[src/rtl/regfile_wb_arbiter.sv]
// Round-robin arbiter that owns the register file write port and, optionally,
// zero-sweeps x1..x31 after reset for register files without their own reset.
//
// state   | meaning
// --------+---------------------------------------------------------------
// ST_INIT | post-reset; sweeping x1..x31 to zero (or passing straight to RUN)
// ST_RUN  | arbitrating writeback requesters; terminal until reset
module regfile_wb_arbiter #(
    parameter int NUM_REQ        = 2,
    parameter int CLEAR_ON_RESET = 1,
    parameter int CNT_W          = 16
) (
    input  logic                    clk,
    input  logic                    reset,
    input  logic [NUM_REQ-1:0]      req_valid,
    output logic [NUM_REQ-1:0]      req_ready,
    input  logic [5*NUM_REQ-1:0]    req_addr,
    input  logic [32*NUM_REQ-1:0]   req_data,
    output logic                    writeEnable,
    output logic [4:0]              writeAddr,
    output logic [31:0]             writeData,
    output logic                    init_done,
    output logic [CNT_W-1:0]        contention
);

    localparam int PTR_W = (NUM_REQ > 2) ? 2 : 1;
    localparam int SUM_W = PTR_W + 1;
    localparam logic [SUM_W-1:0] NUM_REQ_W = SUM_W'(NUM_REQ);
    localparam logic [PTR_W-1:0] LAST_IDX  = PTR_W'(NUM_REQ - 1);

    localparam logic [0:0] ST_INIT = 1'b0;
    localparam logic [0:0] ST_RUN  = 1'b1;

    logic [0:0]       state;
    logic [PTR_W-1:0] rr_ptr;
    logic [4:0]       sweep_cnt;

    logic             grant_any;
    logic [PTR_W-1:0] grant_idx;
    logic [PTR_W-1:0] grant_next;
    logic [SUM_W-1:0] scan_sum;
    logic [PTR_W-1:0] scan_idx;
    logic [4:0]       sel_addr;
    logic [31:0]      sel_data;
    logic [2:0]       valid_cnt;
    logic             multi_valid;

    // Scan from rr_ptr upward with wrap; the first valid requester wins.
    always_comb begin
        grant_any = 1'b0;
        grant_idx = '0;
        scan_sum  = '0;
        scan_idx  = '0;
        valid_cnt = '0;
        for (int k = 0; k < NUM_REQ; k++) begin
            scan_sum = {1'b0, rr_ptr} + SUM_W'(k);
            if (scan_sum >= NUM_REQ_W) begin
                scan_sum = scan_sum - NUM_REQ_W;
            end
            scan_idx = scan_sum[PTR_W-1:0];
            if (!grant_any && req_valid[scan_idx]) begin
                grant_any = 1'b1;
                grant_idx = scan_idx;
            end
            valid_cnt = valid_cnt + {2'b00, req_valid[k]};
        end
        multi_valid = (valid_cnt >= 3'd2);
    end

    always_comb begin
        req_ready = '0;
        if (state == ST_RUN && grant_any) begin
            req_ready[grant_idx] = 1'b1;
        end
    end

    assign grant_next = (grant_idx == LAST_IDX) ? '0 : grant_idx + PTR_W'(1);
    assign sel_addr   = req_addr[5*int'(grant_idx) +: 5];
    assign sel_data   = req_data[32*int'(grant_idx) +: 32];
    assign init_done  = (state == ST_RUN);

    always_ff @(posedge clk or posedge reset) begin
        if (reset) begin
            state       <= ST_INIT;
            rr_ptr      <= '0;
            sweep_cnt   <= 5'd1;
            writeEnable <= 1'b0;
            writeAddr   <= '0;
            writeData   <= '0;
            contention  <= '0;
        end else begin
            case (state)
                ST_INIT: begin
                    if (CLEAR_ON_RESET != 0) begin
                        writeEnable <= 1'b1;
                        writeAddr   <= sweep_cnt;
                        writeData   <= '0;
                        sweep_cnt   <= sweep_cnt + 5'd1;
                        if (sweep_cnt == 5'd31) begin
                            state <= ST_RUN;
                        end
                    end else begin
                        state <= ST_RUN;
                    end
                end
                default: begin
                    writeEnable <= 1'b0;
                    if (grant_any) begin
                        rr_ptr <= grant_next;
                        // x0 writes are consumed but never reach the register file.
                        if (sel_addr != 5'd0) begin
                            writeEnable <= 1'b1;
                            writeAddr   <= sel_addr;
                            writeData   <= sel_data;
                        end
                    end
                    if (multi_valid && contention != '1) begin
                        contention <= contention + CNT_W'(1);
                    end
                end
            endcase
        end
    end

endmodule

[config.mk]
export PLATFORM = sky130hd
export DESIGN_NAME = regfile_wb_arbiter
export DESIGN_NICKNAME = d
export VERILOG_FILES = /design/src/rtl/regfile_wb_arbiter.sv
export SDC_FILE = /design/constraint.sdc
export NUM_CORES = 1
export LEC_CHECK = 0
export CELL_PAD_IN_SITES_DETAIL_PLACEMENT = 1
export CELL_PAD_IN_SITES_GLOBAL_PLACEMENT = 2
export CORE_MARGIN = 2
export CORE_UTILIZATION = 40
export CTS_CLUSTER_SIZE = 40
export DETAILED_ROUTE_END_ITERATION = 12
export DONT_BUFFER_PORTS = 1
export GPL_TIMING_DRIVEN = 0
export PLACE_DENSITY_LB_ADDON = 0.1
export SYNTH_ARGS = -nofsm -noshare
export SYNTH_HDL_FRONTEND = slang
export SYNTH_SLANG_ARGS = --single-unit
[constraint.sdc]
create_clock -name clk -period 3.9 [get_ports clk]
set_input_delay 0.39 -clock clk [delete_from_list [all_inputs] [get_ports clk]]
set_output_delay 0.39 -clock clk [all_outputs]
set_load 0.02 [all_outputs]
==> results of run 1 <==
## sequential cells by signal (all words and copies together), names as in the netlist
signal and flops:
contention 16, init_done 1, rr_ptr 1, sweep_cnt 5, writeAddr 5, writeData 32, writeEnable 1
## worst max-delay path, stage by stage (launching register included)
cell	delay, ns
dfrtp_1	0.42
nand2b_1	0.15
clkbuf_1	0.15
buf_2	0.22
buf_1	0.26
a211oi_1	0.70
## worst paths after layout
path                                      end           start  cells past startpoint
worst max-delay path             req_ready[0]          rr_ptr                      5
worst min-delay path            writeData[28]    req_data[28]                      2
worst max register to register  contention[1]  contention[11]                      4
worst min register to register   sweep_cnt[0]    sweep_cnt[0]                      1
max in group asynchronous       writeData[25]           reset                      3
min in group asynchronous           init_done           reset                      2
## power groups by stage
stage | registers, mW | clock network (mW) | logic, mW
after global placement | 0.884 | 0 | 0.269
after detailed placement | 0.887 | 0 | 0.282
after floorplan | 0.864 | 0 | 0.228
final | 0.873 | 0.574 | 0.277
after global routing | 0.885 | 0.620 | 0.315
after CTS | 0.876 | 0.595 | 0.283
## layer usage
layer	routed length, µm	global-route usage	vias to the layer above
li1	-	-	1279
met1	4327	0.2704	1382
met2	4794	0.3527	101
met3	827	0.07163	17
met4	240	0.07587	0
met5	0	0	-
## kinds of logic (layout without fill, tap and decap cells)
kind of cell,after synthesis,in the layout,synth area share
AO/OA/AOI/OAI,99,99,0.2761
adder cells (fa/ha/maj),3,3,0.01050
flip-flops,61,61,0.4272
XOR/XNOR,17,17,0.04164
multiplexers,4,4,0.01260
AND/OR/NAND/NOR,119,119,0.1680
buffers and inverters,35,53,0.06403
## cell usage in the layout (no fill, tap or decap), types with 6 or more instances in the layout
| master | count |
|---|---|
| a21oi_2 | 30 |
| clkbuf_1 | 14 |
| clkbuf_8 | 11 |
| dfrtp_1 | 60 |
| nand2_1 | 44 |
| o21ai_0 | 6 |
| a311oi_2 | 30 |
| buf_2 | 7 |
| nand3_1 | 38 |
| nor2_1 | 7 |
| nor3_1 | 7 |
| a31oi_1 | 6 |
| a21oi_1 | 13 |
| xor2_1 | 13 |
## final cells by class
| class | count | area, µm² | area share |
|---|---|---|---|
| Multi-Input combinational cell | 242 | 1819 | 0.4616 |
| Sequential cell | 61 | 1528 | 0.3876 |
| Buffer | 31 | 214.0 | 0.05429 |
| Clock buffer | 10 | 137.6 | 0.03492 |
| Tap cell | 108 | 135.1 | 0.03429 |
| Clock inverter | 6 | 62.56 | 0.01587 |
| Timing Repair Buffer | 2 | 30.03 | 0.007619 |
| Inverter | 4 | 15.01 | 0.003810 |
## timing repair
action	in CTS	in global routing
hold buffers	1	0
endpoints found under the hold margin	17	0
buffers inserted	0	0
setup endpoints to repair	0	0
==> run metrics, run 1 <==
status finished clean; syn nets 419; I/O pin count 135; synth-to-layout area growth 10.22%; FF+latch count, synth 61; Placement Cell Area 3731 µm²; gp weighted congestion 0.8209; yosys warns 0; pins over their slew limit 0; final hold vios 0; power share of the clock group 0.333; clk root buf clkbuf_8; WP data required 3.51 ns; clock sinks slightly above 60; fin util 0.4542; IO buf count 0; dpl ws around 1.6 ns; num rows 34; GR Overflow Total 0; Worst-Skew Late Latency 0.34 ns; top-area cell type share of the netlist area 0.4199; Arrival @ worst endpoint 2.24 ns; # H-tree levels 3; pin count of the biggest net entering global routing 39; Cell Area, Synth 3576 µm²; HP Class input port to flip-flop; fill count 967; Tmin final around 2.6 ns; Max Clk Rate 380.5 MHz; detailed placement HPWL 7425 µm; sw frac 0.3384; skew final 0.005647 ns; combinational power share 0.160; DRT iter0 DRCs 92; clock transition at the registers of the reported paths roughly 0.07 ns; GR Util All Layers 0.2165; ys async rst share 1.000; Resized Gates After CTS 0; final net count 432; WHS around 0.22 ns; Syn Area/Cell 10.58 µm²; Power Total 1.724 mW; WL final 10,190 µm; EDFF count, synth 0; Max-Slew Margin vs Limit 0.4978; peak supply drop 0.2046 mV; leading area contributor after synthesis dfrtp_1; Setup TNS 0 ns; core box area between 8000 and 9000 µm²; share of layout cells above drive strength 1 0.3034; final worst slack 1.272 ns; Least-Margin Pin Slew ~0.75 ns; Startpoint Class flip-flop; Starting Density 0.4121; first-pass GRT wire length around 17,000 µm; internal cell power around 1.1 mW; Via density 5.989; DRT antenna net count 0; # diodes 0; total vias in the final route 2,779; Synth Flop Type dfrtp_1; drt pass-1 iters 4; gate count of the mapped netlist ~340; clock tree buffer depth 2; Finished Layout Cells 464; CTS buffer count 9; full die area 9712 µm²; most frequent cell after synthesis dfrtp_1; fin crit share 0.6738; Setup CP Type flip-flop to primary output; Seq/Total Area, Yosys 0.4272; vias in the first global route about 3,100; r2r setup slk between 1.5 and 2 ns; Power Density 437.4 nW/µm²; CTS tree done; Critical Path Fanout Max 10; final setup vio count 0; DR WL/cell 21.96 µm; Die W 98.55 µm; sequential share of power 0.507; synth unique cells 48; ranking of synthesized cells by area dfrtp_1 42%, a311oi_2 13%, a21oi_2 7.3%; net switching power ~0.58 mW; DRC violations left 0; critical path capture point type primary output; Die Span Y around 99 µm; max cap viols 0; final instance area 3941 µm²; RSZ-0062 raised after global routing false; top cells by count, synth 60 x dfrtp_1, 44 x nand2_1, 38 x nand3_1; leakage dissipation 1.605 nW; initial antenna violation count 0; DP Cell Count 447
No activity file was read; power rests on OpenSTA's default activity.
==> run 2, diff against run 1 <==
--- a/config.mk
+++ b/config.mk
@@ -8,7 +8,7 @@
 export CELL_PAD_IN_SITES_DETAIL_PLACEMENT = 1
 export CELL_PAD_IN_SITES_GLOBAL_PLACEMENT = 2
 export CORE_MARGIN = 2
-export CORE_UTILIZATION = 40
+export CORE_UTILIZATION = 34
 export CTS_CLUSTER_SIZE = 40
 export DETAILED_ROUTE_END_ITERATION = 12
 export DONT_BUFFER_PORTS = 1
==> constraint.sdc (replaced) <==
create_clock -name clk -period 2.2 [get_ports clk]
set_input_delay 0.22 -clock clk [delete_from_list [all_inputs] [get_ports clk]]
set_output_delay 0.22 -clock clk [all_outputs]
set_load 0.02 [all_outputs]
==> run 2 against run 1 <==
Net effect:
- die area is 17% higher
- largest cell class unchanged
- register-to-register slack worse by 1.6 ns
- utilization decreased by 6.4 points
- power grew 91%
==> run metrics, run 2 (synthesis gave the netlist of run 1 again) <==
highest-count cells in the layout ignoring fill and taps 60 x dfrtp_1, 44 x nand2_1, 38 x nand3_1; number of buffers and inverters on the critical path 3 (unchanged); drt pass-1 iters 4 (unchanged); FF/Latch Area 1528 µm² (unchanged); Setup CP Type flip-flop to primary output; vias in the first global route 2,964 (-5.2%); WL final 10,650 µm (+4.5%); Setup TNS 0 ns (unchanged); RSZ-0062 raised after global routing false; CP delay by family, top buffers and inverters; net switching power 1.033 mW (+77%); fin crit share 0.9320; Starting Density 0.3479 (-0.06411); share of layout cells above drive strength 1 0.3079 (+0.004539); GR Util All Layers 0.1915 (-0.02496); IO buf count 0 (unchanged); multi-input combinational cell area 1834 µm² (+0.83%); gp weighted congestion 0.7323 (-11%); clock tree buffer depth 2 (unchanged); clk root buf clkbuf_8; Via density 5.631 (-6.0%); critical-path cell list nand2b_1 > clkbuf_1 > buf_2 > buf_2 > a211oi_4; Die Span Y 106.6 µm (+8.1%); detailed placement HPWL 7598 µm (+2.3%); final setup vio count 0 (unchanged); pins over their slew limit 0 (unchanged); pin count of the biggest net entering global routing 62 (+59%); path depth of the worst reg2reg path 4 (unchanged); fill count 1,170 (+21%); internal cell power 2.256 mW (+98%); DRT antenna net count 0 (unchanged); synth-to-layout area growth 12.21%; core box area 10,280 µm² (+18%); # H-tree levels 3 (unchanged); sequential share of power 0.472 (-0.035); Startpoint Class flip-flop; registers with the most flip-flops writeData (32), contention (16); status finished clean; Worst-Skew Late Latency 0.34 ns (about the same); GR Overflow Total 0 (unchanged); max FFs per register 32 (unchanged); WP data required 1.98 ns (-1.53 ns); CTS buffer count 9 (unchanged); Power Density 819.7 nW/µm² (+87%); fin util 0.3904 (-0.06372); DR WL/cell 21.73 µm (-1.0%); final net count 430 (-0.46%); peak supply drop 0.3106 mV (+52%); skew final 0.006153 ns (+0.0005057 ns); Setup Fix Bufs, Post-CTS 0 (unchanged); first-pass GRT wire length 16,610 µm (+0.17%); Critical Path Fanout Max 10 (unchanged); Crit path depth 5 (unchanged); combinational power share 0.150 (-0.010); Crit path top cell by count buf_2; I/O pin count 135 (unchanged); commonest non-fill, non-tap cell in the layout dfrtp_1; initial antenna violation count 0 (unchanged); clock transition at the registers of the reported paths 0.07 ns (about the same); max cap viols 0 (unchanged); slowest library cell on the worst path dfrtp_1; Arrival @ worst endpoint 1.83 ns (-0.41 ns); DRC violations left 0 (unchanged); Power Total 3.289 mW (+91%); dpl ws 0.1038 ns (-1.519 ns); power share of the clock group 0.378 (+0.045); Most flops, register writeData; clock sinks 61 (unchanged); hold path cells 2 (unchanged); critical path capture point type primary output; sw frac 0.3141 (-0.02425); final worst slack 0.1496 ns (-1.123 ns); total vias in the final route 2,759 (-0.72%); num rows 37 (+8.8%); Least-Margin Pin Slew 0.7954 ns (+0.04216 ns); full die area 11,350 µm² (+17%); leakage dissipation 1.629 nW (+1.5%); HP Class input port to flip-flop; DRT iter0 DRCs 76 (-17%); Placement Cell Area 3749 µm² (+0.47%); final hold vios 0 (unchanged); Die W 106.6 µm (+8.1%); critical path's largest stage delay 0.41 ns (-0.29 ns); Max-Slew Margin vs Limit 0.4697 (-0.02810); CTS tree done; final instance area 4013 µm² (+1.8%); Max Clk Rate 487.7 MHz; Tmin final around 2.1 ns; # diodes 0 (unchanged)
==> run 2: changes by cell type in the layout (fill, tap and decap cells not counted), sizes merged <==
cell,before,now
buf,17,16
clkinv,2,1
clkbuf,25,26
bufinv,1,3
clkinvlp,3,0
==> run 2: power by group through the flow <==
stage	clock network [mW]	registers [mW]	logic, mW
detailed placement	0	1.58	0.495
finish	1.24	1.55	0.494
global route	1.33	1.58	0.555
global placement	0	1.57	0.484
CTS	1.28	1.55	0.504
floorplan	0	1.53	0.404
==> run 2: cell type report <==
cell class,count,share of cell area
buffer,30,0.05301
clock buffer,12,0.03617
clock inverter,4,0.02370
inverter,4,0.004365
multi-input combinational,242,0.4571
sequential,61,0.3807
tap,136,0.04241
timing repair buffer,1,0.002495
==> run 2: timing repair <==
action                     4_1_cts  5_1_grt
setup endpoints to repair        2        2
pin swaps                        1        0
gates resized for setup          4        3
gates cloned                     0        0
hold endpoints to repair        60        0
hold buffers                     1        0
==> run 2: worst reg2reg max path, stage by stage (launching register included) <==
cell	delay (ns)
dfrtp_1	0.57
nand4_1	0.27
nor4_4	0.57
a21boi_1	0.22
mux2_2	0.31
==> run 2: routing by layer <==
metal | GRT usage | vias to the layer above | share of wire
met5 | 0 | - | 0
met2 | 0.3036 | 90 | 0.47
met4 | 0.05659 | 0 | 0.012
met3 | 0.07603 | 10 | 0.086
li1 | - | 1282 | -
met1 | 0.2412 | 1377 | 0.43
==> run 2: through the flow <==
| step | std cells | hold slack, ns |
|---|---|---|
| finish | 490 | 0.04672 |
| global route | 490 | 0.03113 |
| CTS | 490 | 0.02024 |
| detailed placement | 474 | 0.3096 |
| global placement | 474 | 0.3832 |
| floorplan | 338 | 0.3784 |
==> run 2: final timing paths <==
check	to	slack (ns)	start
min in group asynchronous	contention[0]	0.51	reset
setup reg to reg	contention[1]	0.16	contention[4]
hold reg to reg	sweep_cnt[0]	0.50	sweep_cnt[0]
max in group asynchronous	writeData[17]	1.16	reset
setup / recovery	req_ready[0]	0.15	rr_ptr
hold / removal	writeData[29]	0.05	req_data[29]
==> run 3, diff against run 2 <==
--- a/config.mk
+++ b/config.mk
@@ -8,7 +8,7 @@
 export CELL_PAD_IN_SITES_DETAIL_PLACEMENT = 1
 export CELL_PAD_IN_SITES_GLOBAL_PLACEMENT = 2
 export CORE_MARGIN = 2
-export CORE_UTILIZATION = 34
+export CORE_UTILIZATION = 40
 export CTS_CLUSTER_SIZE = 40
 export DETAILED_ROUTE_END_ITERATION = 12
 export DONT_BUFFER_PORTS = 1
==> constraint.sdc (replaced) <==
create_clock -name clk -period 2.5 [get_ports clk]
set_input_delay 0.25 -clock clk [delete_from_list [all_inputs] [get_ports clk]]
set_output_delay 0.25 -clock clk [all_outputs]
set_load 0.02 [all_outputs]
==> run 3 against run 2 <==
Net effect:
- clock skew about the same
- utilization is 6.4 points higher
- cell area down 1.7%
- power shrank 18%
- cell count shrank 5.3%
- critical path depth fell by 1
- non-clock buffer count grew 2
- routed wire length shrank 4.1%
- first-iteration DRC count is 9.2% higher
- combinational power is 12% lower
- worst hold slack improved by 0.030 ns
- sequential power decreased by 12%
- critical path type unchanged
- critical endpoint is now req_ready[1]
- largest cell class unchanged
- largest power group unchanged
- highest routed layer unchanged
==> run metrics, run 3 (synthesis gave the netlist of run 1 again) <==
Startpoint Class flip-flop; clock tree buffer depth 2 (unchanged); slowest library cell on the worst path clkbuf_1; detailed placement HPWL 7425 µm (-2.3%); hold path cells 2 (unchanged); status finished clean; DR WL met3 857 µm (-6.7%); DRT iter0 DRCs 83 (+9.2%); Worst-Skew Late Latency 0.34 ns (about the same); Most flops, register writeData; fin util 0.4547 (+0.06430); DRC violations left 0 (unchanged); CP delay by family, top buffers and inverters; synth-to-layout area growth 10.36%; max FFs per register 32 (unchanged); critical path's largest stage delay 0.57 ns (+0.16 ns); Setup CP Type flip-flop to primary output; Hold Path Origin req_data[28]; pins over their slew limit 0 (unchanged); final hold vios 0 (unchanged); Die W 98.55 µm (-7.5%); skew final 0.006180 ns (+0.00002714 ns); max cap viols 0 (unchanged); fill count 968 (-17%); pin count of the biggest net entering global routing 39 (-37%); Arrival @ worst endpoint 2.06 ns (+0.23 ns); clock transition at the registers of the reported paths 0.07 ns (about the same); initial antenna violation count 0 (unchanged); num rows 34 (-8.1%); Setup TNS 0 ns (unchanged); FF/Latch Area 1528 µm² (unchanged); number of buffers and inverters on the critical path 3 (unchanged); clock sinks 61 (unchanged); # H-tree levels 3 (unchanged); critical-path cell list buf_2 > inv_2 > clkbuf_1 > nor2_1; Power Density 681.4 nW/µm² (-17%); final worst slack 0.1869 ns (+0.03728 ns); fin crit share 0.9253; drt pass-1 iters 4 (unchanged); DR WL/cell 22.01 µm (+1.3%); total vias in the final route 2,773 (+0.51%); GR Overflow Total 0 (unchanged); full die area 9712 µm² (-14%); share of layout cells above drive strength 1 0.3062 (-0.001730); HP Class input port to flip-flop; Starting Density 0.4121 (+0.06411); RSZ-0062 raised after global routing false; met2 WL 4835 µm (-3.1%); WP data required 2.25 ns (+0.27 ns); top routing layer used met4; path depth of the worst reg2reg path 4 (unchanged); GR Util All Layers 0.2162 (+0.02466); Critical Path Fanout Max 10 (unchanged); Power Total 2.689 mW (-18%); r2r setup slk 0.39 ns (+0.23 ns); vias in the first global route 3,130 (+5.6%); reg-to-reg startpoint contention[11]; first-pass GRT wire length 16,570 µm (-0.25%); WL final 10,210 µm (-4.1%); Tmin final 2.313 ns; multi-input combinational cell area 1824 µm² (-0.55%); critical path capture point type primary output; Least-Margin Pin Slew 0.7532 ns (-0.04222 ns); registers with the most flip-flops writeData (32), contention (16); peak supply drop 0.3191 mV (+2.8%); CTS buffer count 9 (unchanged); Max-Slew Margin vs Limit 0.4979 (+0.02814); CTS tree done; DRT antenna net count 0 (unchanged); Worst Hold Path EP writeData[28]; dpl ws 0.3632 ns (+0.2595 ns); final setup vio count 0 (unchanged); # diodes 0 (unchanged); leakage dissipation 1.606 nW (-1.4%); IO buf count 0 (unchanged); Reg2Reg Capture Point contention[1]; Die Span Y 98.55 µm (-7.5%); Via density 5.976 (+6.1%); clk root buf clkbuf_8; I/O pin count 135 (unchanged); commonest non-fill, non-tap cell in the layout dfrtp_1; highest-count cells in the layout ignoring fill and taps 60 x dfrtp_1, 44 x nand2_1, 38 x nand3_1; final net count 432 (+0.47%); Post-Route M1 WL 4294 µm (-6.8%); Max Clk Rate 432.3 MHz; core box area 8678 µm² (-16%); gp weighted congestion 0.8209 (+12%)
[run 3: changes by cell type in the layout (fill, tap and decap cells not counted), sizes merged]
cell | before | now
buf | 16 | 17
bufinv | 3 | 1
clkbuf | 26 | 25
clkinv | 1 | 2
clkinvlp | 0 | 3
[run 3: worst max-delay path by stage]
stage	start	depth (start not counted)	to	slack, ns
after floorplan	contention[0]	5	contention[1]	0.63
after CTS	init_done	4	req_ready[1]	0.14
final	init_done	4	req_ready[1]	0.19
after global placement	reset	1	writeData[14]	-0.11
after detailed placement	rr_ptr	5	req_ready[0]	0.36
after global routing	init_done	4	req_ready[1]	0.03
[run 3: metrics by stage]
step | hold slack [ns] | cells | cell area [µm²]
after floorplan | 0.4084 | 338 | 3576
after global placement | 0.4118 | 446 | 3711
after detailed placement | 0.2223 | 447 | 3731
after CTS | 0.05987 | 464 | 3946
after global routing | 0.06892 | 464 | 3946
final | 0.07710 | 464 | 3946
[run 3: layout make-up]
cell class / count / share of cell area
clock inverter: 6 / 0.01585
clock buffer: 10 / 0.03488
tap: 108 / 0.03424
buffer: 31 / 0.05422
sequential: 61 / 0.3871
multi-input combinational: 242 / 0.4623
timing repair buffer: 2 / 0.007609
inverter: 4 / 0.003805
[run 3: report_power, final]
group	internal, mW	switching (mW)	leakage [nW]
combinational	0.197	0.236	0.773
sequential	1.10	0.263	0.739
clock	0.484	0.410	0.0943
total	1.78	0.909	1.61
[run 3: metal layers]
metal,GRT usage,vias up
li1,-,1277
met1,0.2699,1378
met2,0.3532,101
met3,0.07163,17
met4,0.07376,0
met5,0,-
[run 3: what timing repair did]
item                                    in CTS  in global routing
hold endpoints to repair                    22                  0
endpoints found under the setup margin       1                  0
hold buffers                                 1                  0
gates resized for setup                      1                  0
buffers inserted                             0                  0
